[src/rtl/vga_pkg.sv]
// Shared VGA timing constants and the coordinate type used by the timing
// generator and by every renderer doing address math on DrawX/DrawY.
package vga_pkg;

  localparam int unsigned H_ACTIVE = 640;
  localparam int unsigned H_FP     = 16;
  localparam int unsigned H_SYNC   = 96;
  localparam int unsigned H_BP     = 48;
  localparam int unsigned V_ACTIVE = 480;
  localparam int unsigned V_FP     = 10;
  localparam int unsigned V_SYNC   = 2;
  localparam int unsigned V_BP     = 33;

  localparam int unsigned H_TOTAL = H_ACTIVE + H_FP + H_SYNC + H_BP;
  localparam int unsigned V_TOTAL = V_ACTIVE + V_FP + V_SYNC + V_BP;

  localparam int unsigned CoordW = 10;

  typedef logic [CoordW-1:0] coord_t;

endpackage

[src/rtl/vga_axis_counter.sv]
// Wrap counter for one raster axis. Resets to the last position so the first
// enabled edge after reset lands on 0; exposes its next value for registering.
module vga_axis_counter
  import vga_pkg::*;
#(
  parameter int unsigned Total = 800
) (
  input  logic   clk,
  input  logic   reset,
  input  logic   en,
  output coord_t count,
  output coord_t count_next,
  output logic   wrap
);

  localparam coord_t Last = coord_t'(Total - 1);

  coord_t count_q;

  always_comb begin
    wrap       = en && (count_q == Last);
    count_next = count_q;
    if (wrap) begin
      count_next = '0;
    end else if (en) begin
      count_next = count_q + coord_t'(1);
    end
  end

  always_ff @(posedge clk) begin
    if (reset) begin
      count_q <= Last;
    end else begin
      count_q <= count_next;
    end
  end

  assign count = count_q;

endmodule

[src/rtl/vga_timing_gen.sv]
// 640x480@60 VGA raster timing: registered, mutually aligned DrawX/DrawY,
// syncs, blank and line/frame pulses. Define VGA_BLINK_EN for the blink toggle.
module vga_timing_gen #(
  parameter int unsigned H_ACTIVE = vga_pkg::H_ACTIVE,
  parameter int unsigned H_FP     = vga_pkg::H_FP,
  parameter int unsigned H_SYNC   = vga_pkg::H_SYNC,
  parameter int unsigned H_BP     = vga_pkg::H_BP,
  parameter int unsigned V_ACTIVE = vga_pkg::V_ACTIVE,
  parameter int unsigned V_FP     = vga_pkg::V_FP,
  parameter int unsigned V_SYNC   = vga_pkg::V_SYNC,
  parameter int unsigned V_BP     = vga_pkg::V_BP
) (
  input  logic                vga_clk,
  input  logic                reset,
  output logic                hs,
  output logic                vs,
  output logic                blank,
  output vga_pkg::coord_t     DrawX,
  output vga_pkg::coord_t     DrawY,
  output logic                line_start,
  output logic                frame_start,
  output logic                blink
);

  import vga_pkg::*;

  localparam int unsigned HTot = H_ACTIVE + H_FP + H_SYNC + H_BP;
  localparam int unsigned VTot = V_ACTIVE + V_FP + V_SYNC + V_BP;

  if (HTot > 1024 || VTot > 1024) begin : g_bad_timing
    $fatal(1, "vga_timing_gen: H_TOTAL and V_TOTAL must not exceed 1024");
  end

  localparam coord_t HActive    = coord_t'(H_ACTIVE);
  localparam coord_t HSyncStart = coord_t'(H_ACTIVE + H_FP);
  localparam coord_t HSyncEnd   = coord_t'(H_ACTIVE + H_FP + H_SYNC);
  localparam coord_t VActive    = coord_t'(V_ACTIVE);
  localparam coord_t VSyncStart = coord_t'(V_ACTIVE + V_FP);
  localparam coord_t VSyncEnd   = coord_t'(V_ACTIVE + V_FP + V_SYNC);

  coord_t h_next, v_next;
  logic   h_wrap, v_wrap;

  vga_axis_counter #(
    .Total(HTot)
  ) u_h_counter (
    .clk       (vga_clk),
    .reset     (reset),
    .en        (1'b1),
    .count     (DrawX),
    .count_next(h_next),
    .wrap      (h_wrap)
  );

  vga_axis_counter #(
    .Total(VTot)
  ) u_v_counter (
    .clk       (vga_clk),
    .reset     (reset),
    .en        (h_wrap),
    .count     (DrawY),
    .count_next(v_next),
    .wrap      (v_wrap)
  );

  logic hs_d, vs_d, blank_d, line_start_d, frame_start_d;
  logic hs_q, vs_q, blank_q, line_start_q, frame_start_q;

  // Decode from next-state counters so registered flags match the registered coordinates.
  always_comb begin
    hs_d          = !((h_next >= HSyncStart) && (h_next < HSyncEnd));
    vs_d          = !((v_next >= VSyncStart) && (v_next < VSyncEnd));
    blank_d       = (h_next < HActive) && (v_next < VActive);
    line_start_d  = (h_next == '0);
    frame_start_d = line_start_d && (v_next == '0);
  end

  always_ff @(posedge vga_clk) begin
    if (reset) begin
      hs_q          <= 1'b1;
      vs_q          <= 1'b1;
      blank_q       <= 1'b0;
      line_start_q  <= 1'b0;
      frame_start_q <= 1'b0;
    end else begin
      hs_q          <= hs_d;
      vs_q          <= vs_d;
      blank_q       <= blank_d;
      line_start_q  <= line_start_d;
      frame_start_q <= frame_start_d;
    end
  end

  assign hs          = hs_q;
  assign vs          = vs_q;
  assign blank       = blank_q;
  assign line_start  = line_start_q;
  assign frame_start = frame_start_q;

`ifdef VGA_BLINK_EN
  logic [4:0] frame_cnt_q;
  logic       blink_q;

  // Toggle on the 31 -> 0 wrap: one blink phase per 32 frames.
  always_ff @(posedge vga_clk) begin
    if (reset) begin
      frame_cnt_q <= '0;
      blink_q     <= 1'b0;
    end else if (frame_start_d) begin
      frame_cnt_q <= frame_cnt_q + 5'd1;
      if (&frame_cnt_q) begin
        blink_q <= ~blink_q;
      end
    end
  end

  assign blink = blink_q;
`else
  assign blink = 1'b0;
`endif

  logic unused_v_wrap;
  assign unused_v_wrap = v_wrap;

endmodule

[config.mk]
export PLATFORM = sky130hd
export DESIGN_NAME = vga_timing_gen
export DESIGN_NICKNAME = d
export VERILOG_FILES = /design/src/rtl/vga_pkg.sv /design/src/rtl/vga_axis_counter.sv /design/src/rtl/vga_timing_gen.sv
export SDC_FILE = /design/constraint.sdc
export NUM_CORES = 1
export LEC_CHECK = 0
export BUFFER_PORTS_ARGS = -buffer_cell sky130_fd_sc_hd__buf_2
export CORE_MARGIN = 5
export CORE_UTILIZATION = 55
export CTS_CLUSTER_DIAMETER = 150
export DETAILED_ROUTE_END_ITERATION = 12
export GPL_TIMING_DRIVEN = 0
export PLACE_DENSITY = 0.85
export SKIP_LAST_GASP = 1
export SYNTH_ARGS = -nofsm -noshare
export SYNTH_HDL_FRONTEND = slang
export SYNTH_SLANG_ARGS = --single-unit
[constraint.sdc]
create_clock -name vga_clk -period 2.4 [get_ports vga_clk]
set_clock_uncertainty 0.1 [all_clocks]
set_input_delay 0.12 -clock vga_clk [delete_from_list [all_inputs] [get_ports vga_clk]]
set_output_delay 0.12 -clock vga_clk [all_outputs]
set_load 0.01 [all_outputs]
==> metrics.csv, run 1 <==
metric;value;unit
vias in the first global route;1351;
number of enable flip-flop cells after synthesis;0;
commonest non-fill, non-tap cell in the layout;buf_2;
worst-path fanout max;8;
sequential area share after synthesis;0.3072;
Total Routed Length;3764;µm
placed insts;249;
hpwl dp;2698;µm
Routed Antenna Nets;0;
Core ar.;2805;µm²
VDD IR max;558.2;µV
Crit Path Class;flip-flop to flip-flop;
actual slew at the worst max-slew pin;0.5110;ns
crit path launch;u_v_counter.count[1]$_SDFF_PP0_;
Post-Syn Area;1629;µm²
final core utilization;0.6717;
Initial Util;0.5807;
CP Data Arrival Time;2.43;ns
Max-Cap Viols;0;
fmax;0.4380;GHz
Worst Hold Launch;u_h_counter.count[0]$_SDFF_PP1_;
clock tree buffer depth;2;
syn_nets;197;
total gr overflow;0;
Yosys warnings;0;
switching share of power;0.4527;
Skew-Pair Late Insertion Delay;0.33;ns
Die Area;4151;µm²
status;completed;
Inserted Diodes;0;
CP Launch Type;flip-flop;
Logic pwr share;0.563;
worst r2r src;u_v_counter.count[1]$_SDFF_PP0_;
NetSw;859.9;µW
fraction of power consumed by sequential logic;0.332;
H-tree Lvls;1;
filler instances;240;
Yosys cell types;56;
min-delay worst type;flip-flop to flip-flop;
clk slew on worst S/H paths;0.14;ns
Mapped Avg Cell Area;8.485;µm²
I/O Buffers;26;
Design Power;1.899;mW
PwrDens;1008;nW/µm²
most frequent cells in the layout;buf_2, dfxtp_1, nor2_1, a21oi_1, nand2_1;
Cell Int Power;1.039;mW
clock buffer count from CTS;3;
Async S/R FF share, synth;0;
DR vias/cell;6.008;
Hold WS;0.3773;ns
routability cong.;0.8667;
largest net degree at the start of global routing;15;
root buffer cell;clkbuf_4;
DR pass1 iterations;5;
Die H;64.43;µm
CTS sink count;25;
ys flop type;dfxtp_1;
area grow syn2layout;15.67;%
largest cells by area after synthesis;dfxtp_1, nor2_1, a21oi_1;
#FFs+latches synth;25;
Pins Over Slew Limit;0;
CTS tree;built;
min cycle time layout;2.283;ns
fin crit share;0.9513;
fin cells;254;
required time worst endpoint;2.55;ns
share of cells above drive strength 1;0.3229;
critical path cell sequence;buf_4 > and3_1 > nand3_1 > nor2_2 > nand4_1 > a221o_1 > nor4b_2;
Clock Power Share;0.104;
Worst path slowest cell;dfxtp_1;
Nets;229;
largest area contributor in the netlist;dfxtp_1;
DR WL/cell;14.82;µm
endpoints failing setup;0;
global-route wire length before repair;6361;µm
GRT Total Usage;0.1901;
delay of the slowest critical-path stage;0.42;ns
Leak;0.7916;nW
die width;64.43;µm
crit end category;flip-flop;
final hold vios;0;
Synth Instances;192;
DRC Markers;0;
IO Pins;28;
initial antenna violation count;0;
num rows;19;
via count;1526;
DRT iter0 DRCs;129;
headroom to the max-slew limit;0.6593;
post-synth top area share;0.3072;
[Yosys cell counts (2+ instances only)]
cell type and number:
nor3_1 3, buf_6 6, xor2_1 5, nor4b_1 2, nand2_1 14, o22ai_1 2
a31oi_1 2, inv_1 5, a211o_1 2, nor2_1 25, nor2b_1 3, and3_1 3
buf_2 2, o31ai_1 2, dfxtp_1 25, o21bai_1 3, clkbuf_1 2, o21ai_0 6
xnor2_1 8, nand2b_1 2, a21oi_1 15, nor4b_4 2, nor4_1 3, o211a_1 2
a221o_1 2, ha_1 3, and2_2 2, and4_4 2, nand3_1 5, nand4_1 5
buf_4 4
[cell type report]
type                    instances  area [µm²]  area share
multi-input cells             145        1012      0.5372
clock buffers                   3       22.52     0.01195
inverters                       5       18.77    0.009960
plain buffers                  16       130.1     0.06906
repair buffers                 28       147.6     0.07835
well taps                      31       38.79     0.02058
clock inverters                 1       5.005    0.002656
flip-flops and latches         25       509.2      0.2703
[sequential cells by signal, summed over array words and instances, names as in the netlist]
register and cells:
blank 1, line_start 1, u_h_counter.count 10, hs 1
u_v_counter.count 10, vs 1, frame_start 1
[through the flow]
stage | setup slack (ns) | area (µm²) | setup TNS, ns
2_1_floorplan | 0.1883 | 1629 | 0
3_3_place_gp | 0.02340 | 1798 | 0
3_5_place_dp | -0.02195 | 1798 | -0.02195
4_1_cts | 0.01645 | 1839 | 0
5_1_grt | -0.02325 | 1884 | -0.02595
6_report | 0.1170 | 1884 | 0
[power groups by stage]
stage | Combinational, mW | Clock [mW] | Sequential, mW
after floorplan | 0.751 | 0 | 0.653
after global placement | 1.02 | 0 | 0.620
after detailed placement | 1.04 | 0 | 0.626
after CTS | 1.05 | 0.201 | 0.616
after global routing | 1.18 | 0.227 | 0.653
final | 1.07 | 0.198 | 0.631
[repair_timing]
item	CTS	global route
setup buffers	0	1
endpoints found under the setup margin	1	3
gates resized for setup	2	13
hold endpoints to repair	2	0
hold buffers	1	0
pin swaps	0	3
[final timing paths]
| check | to | cells after the start | slack [ns] |
|---|---|---|---|
| worst max-delay path | frame_start$_SDFF_PP0_ | 7 | 0.12 |
| worst min-delay path | u_h_counter.count[0]$_SDFF_PP1_ | 1 | 0.38 |
| worst max register to register | frame_start$_SDFF_PP0_ | 7 | 0.12 |
| worst min register to register | u_h_counter.count[0]$_SDFF_PP1_ | 1 | 0.38 |
[worst max-delay path, delay by kind of cell (launching register included)]
family	cells	cell delay, ns
AND/OR/NAND/NOR	5	1.16
AO/OA/AOI/OAI	1	0.33
buffers and inverters	1	0.18
flip-flops	1	0.42
[cell families after synthesis]
group                    Yosys count  synth area share
multiplexers                       1          0.006145
buffers and inverters             22           0.09831
XOR/XNOR                          13           0.06989
adder cells (fa/ha/maj)            3           0.02304
AO/OA/AOI/OAI                     43            0.1767
AND/OR/NAND/NOR                   84            0.3164
other                              1          0.002302
flip-flops                        25            0.3072
[layer usage]
metal	vias up	share of wire	global-route usage
met2	81	0.45	0.2925
met1	688	0.45	0.2725
met3	10	0.078	0.02073
met5	-	0	0
met4	0	0.020	0.07388
li1	747	-	-
Note: power is estimated with default switching activity, not from simulation.
==> inputs of run 2 (changes only) <==
CORE_ASPECT_RATIO = 2   (was default)
CORE_MARGIN = 3   (was 5)
==> run 2 against run 1 <==
  * Via count up 4.3%
  * Total power rose by 7.6%
  * Fmax rose by 0.71%
  * Critical endpoint is now vs$_SDFF_PP1_
==> metrics.csv, run 2 (synthesized netlist as in run 1, its figures left out) <==
metric;value;unit;change
most frequent cells in the layout;buf_2, nor2_1, dfxtp_1, a21oi_1, nand2_1;;
worst-path fanout max;8;;unchanged
Initial Util;0.5810;;about the same
CP Data Arrival Time;2.33;ns;-0.10 ns
final core utilization;0.6809;;+0.009224
hpwl dp;2932;µm;+8.7%
RSZ-0062 raised after global routing;true;;
final hold vios;0;;unchanged
root buffer cell;clkbuf_8;;
vias in the first global route;1479;;+9.5%
global-route wire length before repair;6651;µm;+4.6%
Crit Path Class;flip-flop to flip-flop;;
DR WL/cell;16.65;µm;+12%
PwrDens;1070;nW/µm²;+6.2%
area grow syn2layout;17.20;%;
Inserted Diodes;0;;unchanged
die width;44.49;µm;-31%
via count;1592;;+4.3%
Reg2Reg Setup Slack;0.13;ns;+0.02 ns
DRC Markers;0;;unchanged
setup slack after layout;0.1330;ns;+0.01602 ns
status;completed;;
Pins Over Slew Limit;0;;unchanged
min cycle time layout;2.267;ns;-0.01602 ns
clock tree buffer depth;2;;unchanged
DR pass1 iterations;4;;-1
FF-to-FF path depth;9;;+2
largest net degree at the start of global routing;15;;unchanged
required time worst endpoint;2.46;ns;-0.09 ns
fin crit share;0.9446;;-0.006675
CTS tree;built;;
worst hold stages;1;;unchanged
post-route cell area;1909;µm²;+1.3%
DRT iter0 DRCs;96;;-26%
routability cong.;0.9532;;+10%
I/O Buffers;26;;unchanged
GRT Total Usage;0.2335;;+0.04348
Die H;82.97;µm;+29%
Placement Setup Slack;-0.04678;ns;-0.02483 ns
H-tree Lvls;1;;unchanged
Skew-Pair Late Insertion Delay;0.28;ns;-0.05 ns
VDD IR max;588.8;µV;+5.5%
min-delay worst type;flip-flop to flip-flop;;
share of cells above drive strength 1;0.3036;;-0.01930
fmax;0.4411;GHz;+0.71%
crit end category;flip-flop;;
DR vias/cell;6.292;;+4.7%
total gr overflow;0;;unchanged
IO Pins;28;;unchanged
Die Area;3691;µm²;-11%
dpl cell area;1795;µm²;-0.14%
CTS sink count;25;;unchanged
Max-Cap Viols;0;;unchanged
Core ar.;2804;µm²;about the same
Total Routed Length;4212;µm;+12%
commonest non-fill, non-tap cell in the layout;buf_2;;
endpoints failing setup;0;;unchanged
CP Launch Type;flip-flop;;
clk slew on worst S/H paths;0.09;ns;-0.05 ns
clock buffer count from CTS;3;;unchanged
Routed Antenna Nets;0;;unchanged
Design Power;2.044;mW;+7.6%
initial antenna violation count;0;;unchanged
Nets;230;;+0.44%
num rows;27;;+8
Leak;0.8194;nW;+3.5%
==> run 2: changes by cell type in the layout (fill, tap and decap cells not counted), moves of 2 or more <==
cell and delta:
nor2_1 +3, clkbuf_8 +3, clkbuf_4 -3, dfxtp_4 -2, nor2_2 -3
==> run 2: path summary, 6_finish.rpt <==
| check | start | endpoint |
|---|---|---|
| min reg2reg | u_h_counter.count[0]$_SDFF_PP1_ | u_h_counter.count[0]$_SDFF_PP1_ |
| min | u_h_counter.count[0]$_SDFF_PP1_ | u_h_counter.count[0]$_SDFF_PP1_ |
| max | u_h_counter.count[0]$_SDFF_PP1_ | vs$_SDFF_PP1_ |
| max reg2reg | u_h_counter.count[0]$_SDFF_PP1_ | vs$_SDFF_PP1_ |
==> run 2: critical path, stage by stage (launching register included) <==
cell and delay (ns):
dfxtp_2 0.37, ha_1 0.17, buf_6 0.13, and4_4 0.22
buf_6 0.13, nand3_4 0.16, nor4b_4 0.28, a21oi_1 0.11
nor4b_4 0.36, nand3b_1 0.12
==> run 2: layer usage <==
layer  GRT usage  vias up  part of all wire
met5           0        -                 0
met4      0.1456        0             0.048
met3     0.03037       19             0.047
met2      0.4155       70              0.55
met1      0.2347      753              0.35
li1            -      750                 -
==> run 2: cell type report <==
type / count / area (µm²)
Multi-Input combinational cell: 145 / 1008
Clock inverter: 1 / 5.005
Inverter: 5 / 18.77
Sequential cell: 25 / 503.0
Fill cell: 256 / 894.6
Timing Repair Buffer: 28 / 147.6
Tap cell: 29 / 36.28
Clock buffer: 3 / 41.29
Buffer: 17 / 148.9
==> run 2: report_power, final <==
group / leakage (nW) / internal (mW) / switching, mW
clock network: 0.0255 / 0.117 / 0.140
registers: 0.204 / 0.511 / 0.118
logic: 0.590 / 0.491 / 0.667
==> run 2: through the flow <==
stage / hold slack (ns) / std cells / TNS (ns)
after floorplan: 0.1268 / 192 / 0
after global placement: 0.2666 / 247 / 0
after detailed placement: 0.2709 / 247 / -0.04678
after CTS: 0.4460 / 252 / 0
after global routing: 0.4222 / 253 / -0.03181
final: 0.3980 / 253 / 0
==> run 2: what timing repair did <==
action / in CTS / in global routing
resized for setup: 2 / 9
hold buffers: 1 / 0
setup endpoints to repair: 2 / 4
buffers inserted: 0 / 1
endpoints found under the hold margin: 1 / 0
pin swaps: 2 / 2
==> inputs of run 3 (changes only) <==
CAP_MARGIN = 20   (was default)
CORE_ASPECT_RATIO = 0.9   (was 2)
==> run 3 against run 2 <==
  * Combinational power fell by 5%
  * Global-route usage fell by 2.9 points
  * Sequential cell count did not move
  * Total power fell by 5.9%
  * Non-clock buffer count fell by 1
==> metrics.csv, run 3 (synthesized netlist as in run 1, its figures left out) <==
metric;value;unit;change
DR vias/cell;5.802;;-7.8%
DR pass1 iterations;4;;unchanged
min cycle time layout;2.277;ns;+0.01049 ns
vias in the first global route;1273;;-14%
IO Pins;28;;unchanged
crit end category;flip-flop;;
commonest non-fill, non-tap cell in the layout;buf_2;;
headroom to the max-slew limit;0.6606;;
CP Data Arrival Time;2.42;ns;+0.09 ns
Max-Cap Viols;0;;unchanged
status;completed;;
VDD IR max;579.3;µV;-1.6%
endpoints failing setup;0;;unchanged
routability cong.;0.8838;;-7.3%
Total Routed Length;3770;µm;-10%
most frequent cells in the layout;buf_2, nor2_1, dfxtp_1, a21oi_1, nand2_1;;
Crit Path Class;flip-flop to flip-flop;;
Inserted Diodes;0;;unchanged
delay of the slowest critical-path stage;0.37;ns;about the same
clock buffer count from CTS;3;;unchanged
NetSw;872.6;µW;-5.7%
CTS sink count;25;;unchanged
largest net degree at the start of global routing;14;;-1
CP Launch Type;flip-flop;;
actual slew at the worst max-slew pin;0.5091;ns;
Skew-Pair Late Insertion Delay;0.33;ns;+0.05 ns
share of cells above drive strength 1;0.3049;;+0.001361
Die H;57.63;µm;-31%
CTS tree;built;;
RSZ-0062 raised after global routing;true;;
Core ar.;2793;µm²;-0.40%
switching share of power;0.4538;;+0.0009714
met2 global-route usage;0.3140;;-0.1015
area grow syn2layout;16.13;%;
fin cells;263;;+4.0%
Leak;0.7941;nW;-3.1%
Top Usage Layer GRT;met2;;
Logic pwr share;0.575;;+0.008
PwrDens;1016;nW/µm²;-5.1%
die width;63.37;µm;+42%
Routed Antenna Nets;0;;unchanged
total gr overflow;0;;unchanged
setup bufs post-CTS;0;;unchanged
hpwl dp;2622;µm;-11%
worst-path fanout max;8;;unchanged
Nets;229;;-0.43%
fraction of power consumed by sequential logic;0.326;;+0.018
filler instances;258;;+0.78%
critical path cell sequence;ha_1 > buf_6 > and4_4 > buf_6 > and3_1 > buf_6 > a211o_1 > a221o_1 > nor4b_2;;
initial antenna violation count;0;;unchanged
DRC Markers;0;;unchanged
H-tree Lvls;1;;unchanged
DR WL/cell;14.33;µm;-14%
GR Util met3;0.04845;;+0.01808
I/O Buffers;26;;unchanged
final hold vios;0;;unchanged
Design Power;1.923;mW;-5.9%
Initial Util;0.5833;;+0.002343
fin crit share;0.9490;;+0.004370
fmax;0.4391;GHz;-0.46%
via count;1526;;-4.1%
Worst path slowest cell;dfxtp_2;;
min-delay worst type;flip-flop to flip-flop;;
root buffer cell;clkbuf_4;;
met1 Use GR;0.2892;;+0.05445
Die Area;3652;µm²;-1.1%
placed insts;258;;+4.5%
Hold WS;0.3883;ns;-0.009671 ns
clk slew on worst S/H paths;0.14;ns;+0.05 ns
Pins Over Slew Limit;0;;unchanged
clock tree buffer depth;2;;unchanged
required time worst endpoint;2.54;ns;+0.08 ns
num rows;18;;-33%
DRT iter0 DRCs;94;;-2.1%
Cell Int Power;1.050;mW;-6.1%
global-route wire length before repair;5954;µm;-10%
GRT Total Usage;0.2043;;-0.02922
Clock Power Share;0.099;;-0.027
most used cell along the critical path;buf_6;;
Final TNS setup;0;ns;unchanged
## run 3: changes by cell type in the layout (fill, tap and decap cells not counted), sizes merged
cell,before,now
buf,39,37
clkbuf,8,10
clkinv,1,0
## run 3: worst max-delay path: cells and delay by family (launching register included)
kind / cells / cell delay [ns]
DFF: 1 / 0.37
AOI/OAI and AO/OA: 2 / 0.57
adders and majority gates: 1 / 0.21
and+or+nand+nor: 3 / 0.56
buffers and inverters: 3 / 0.38
## run 3: per-layer routing
layer / share of wire / up-vias
li1: - / 747
met2: 0.46 / 67
met3: 0.068 / 6
met5: 0 / -
met4: 0.0095 / 0
met1: 0.46 / 706
## run 3: through the flow
stage          utilization  area, µm²  worst slack, ns
2_1_floorplan            -       1629           0.1883
3_3_place_gp        0.6478       1809         -0.01312
3_5_place_dp        0.6478       1809         -0.07042
4_1_cts             0.6626       1851         0.001010
5_1_grt             0.6774       1892        -0.008416
6_report            0.6774       1892           0.1225
## run 3: layout make-up
cell class	count	area [µm²]	share of cell area
Clock buffer	4	26.28	0.01389
Tap cell	40	50.05	0.02646
Multi-Input combinational cell	145	1010	0.5337
Inverter	5	18.77	0.009921
Timing Repair Buffer	27	140.1	0.07407
Sequential cell	25	503.0	0.2659
Buffer	17	143.9	0.07606
## run 3: what timing repair did
item / CTS / global route
gates resized for setup: 3 / 8
setup endpoints to repair: 1 / 4
pin swaps: 0 / 1
hold buffers: 1 / 0
endpoints found under the hold margin: 2 / 0
## run 3: power by group through the flow
stage | sequential (mW) | clock (mW) | combinational [mW]
2_1_floorplan | 0.653 | 0 | 0.751
3_3_place_gp | 0.619 | 0 | 1.02
3_5_place_dp | 0.625 | 0 | 1.04
4_1_cts | 0.616 | 0.197 | 1.05
5_1_grt | 0.645 | 0.210 | 1.21
6_report | 0.627 | 0.191 | 1.10
## run 3: path summary, 6_finish.rpt
kind | from | cells after the start | slack, ns | end
max | u_h_counter.count[0]$_SDFF_PP1_ | 9 | 0.12 | frame_start$_SDFF_PP0_
min | u_h_counter.count[0]$_SDFF_PP1_ | 1 | 0.39 | u_h_counter.count[0]$_SDFF_PP1_
max reg2reg | u_h_counter.count[0]$_SDFF_PP1_ | 9 | 0.12 | frame_start$_SDFF_PP0_
min reg2reg | u_h_counter.count[0]$_SDFF_PP1_ | 1 | 0.39 | u_h_counter.count[0]$_SDFF_PP1_
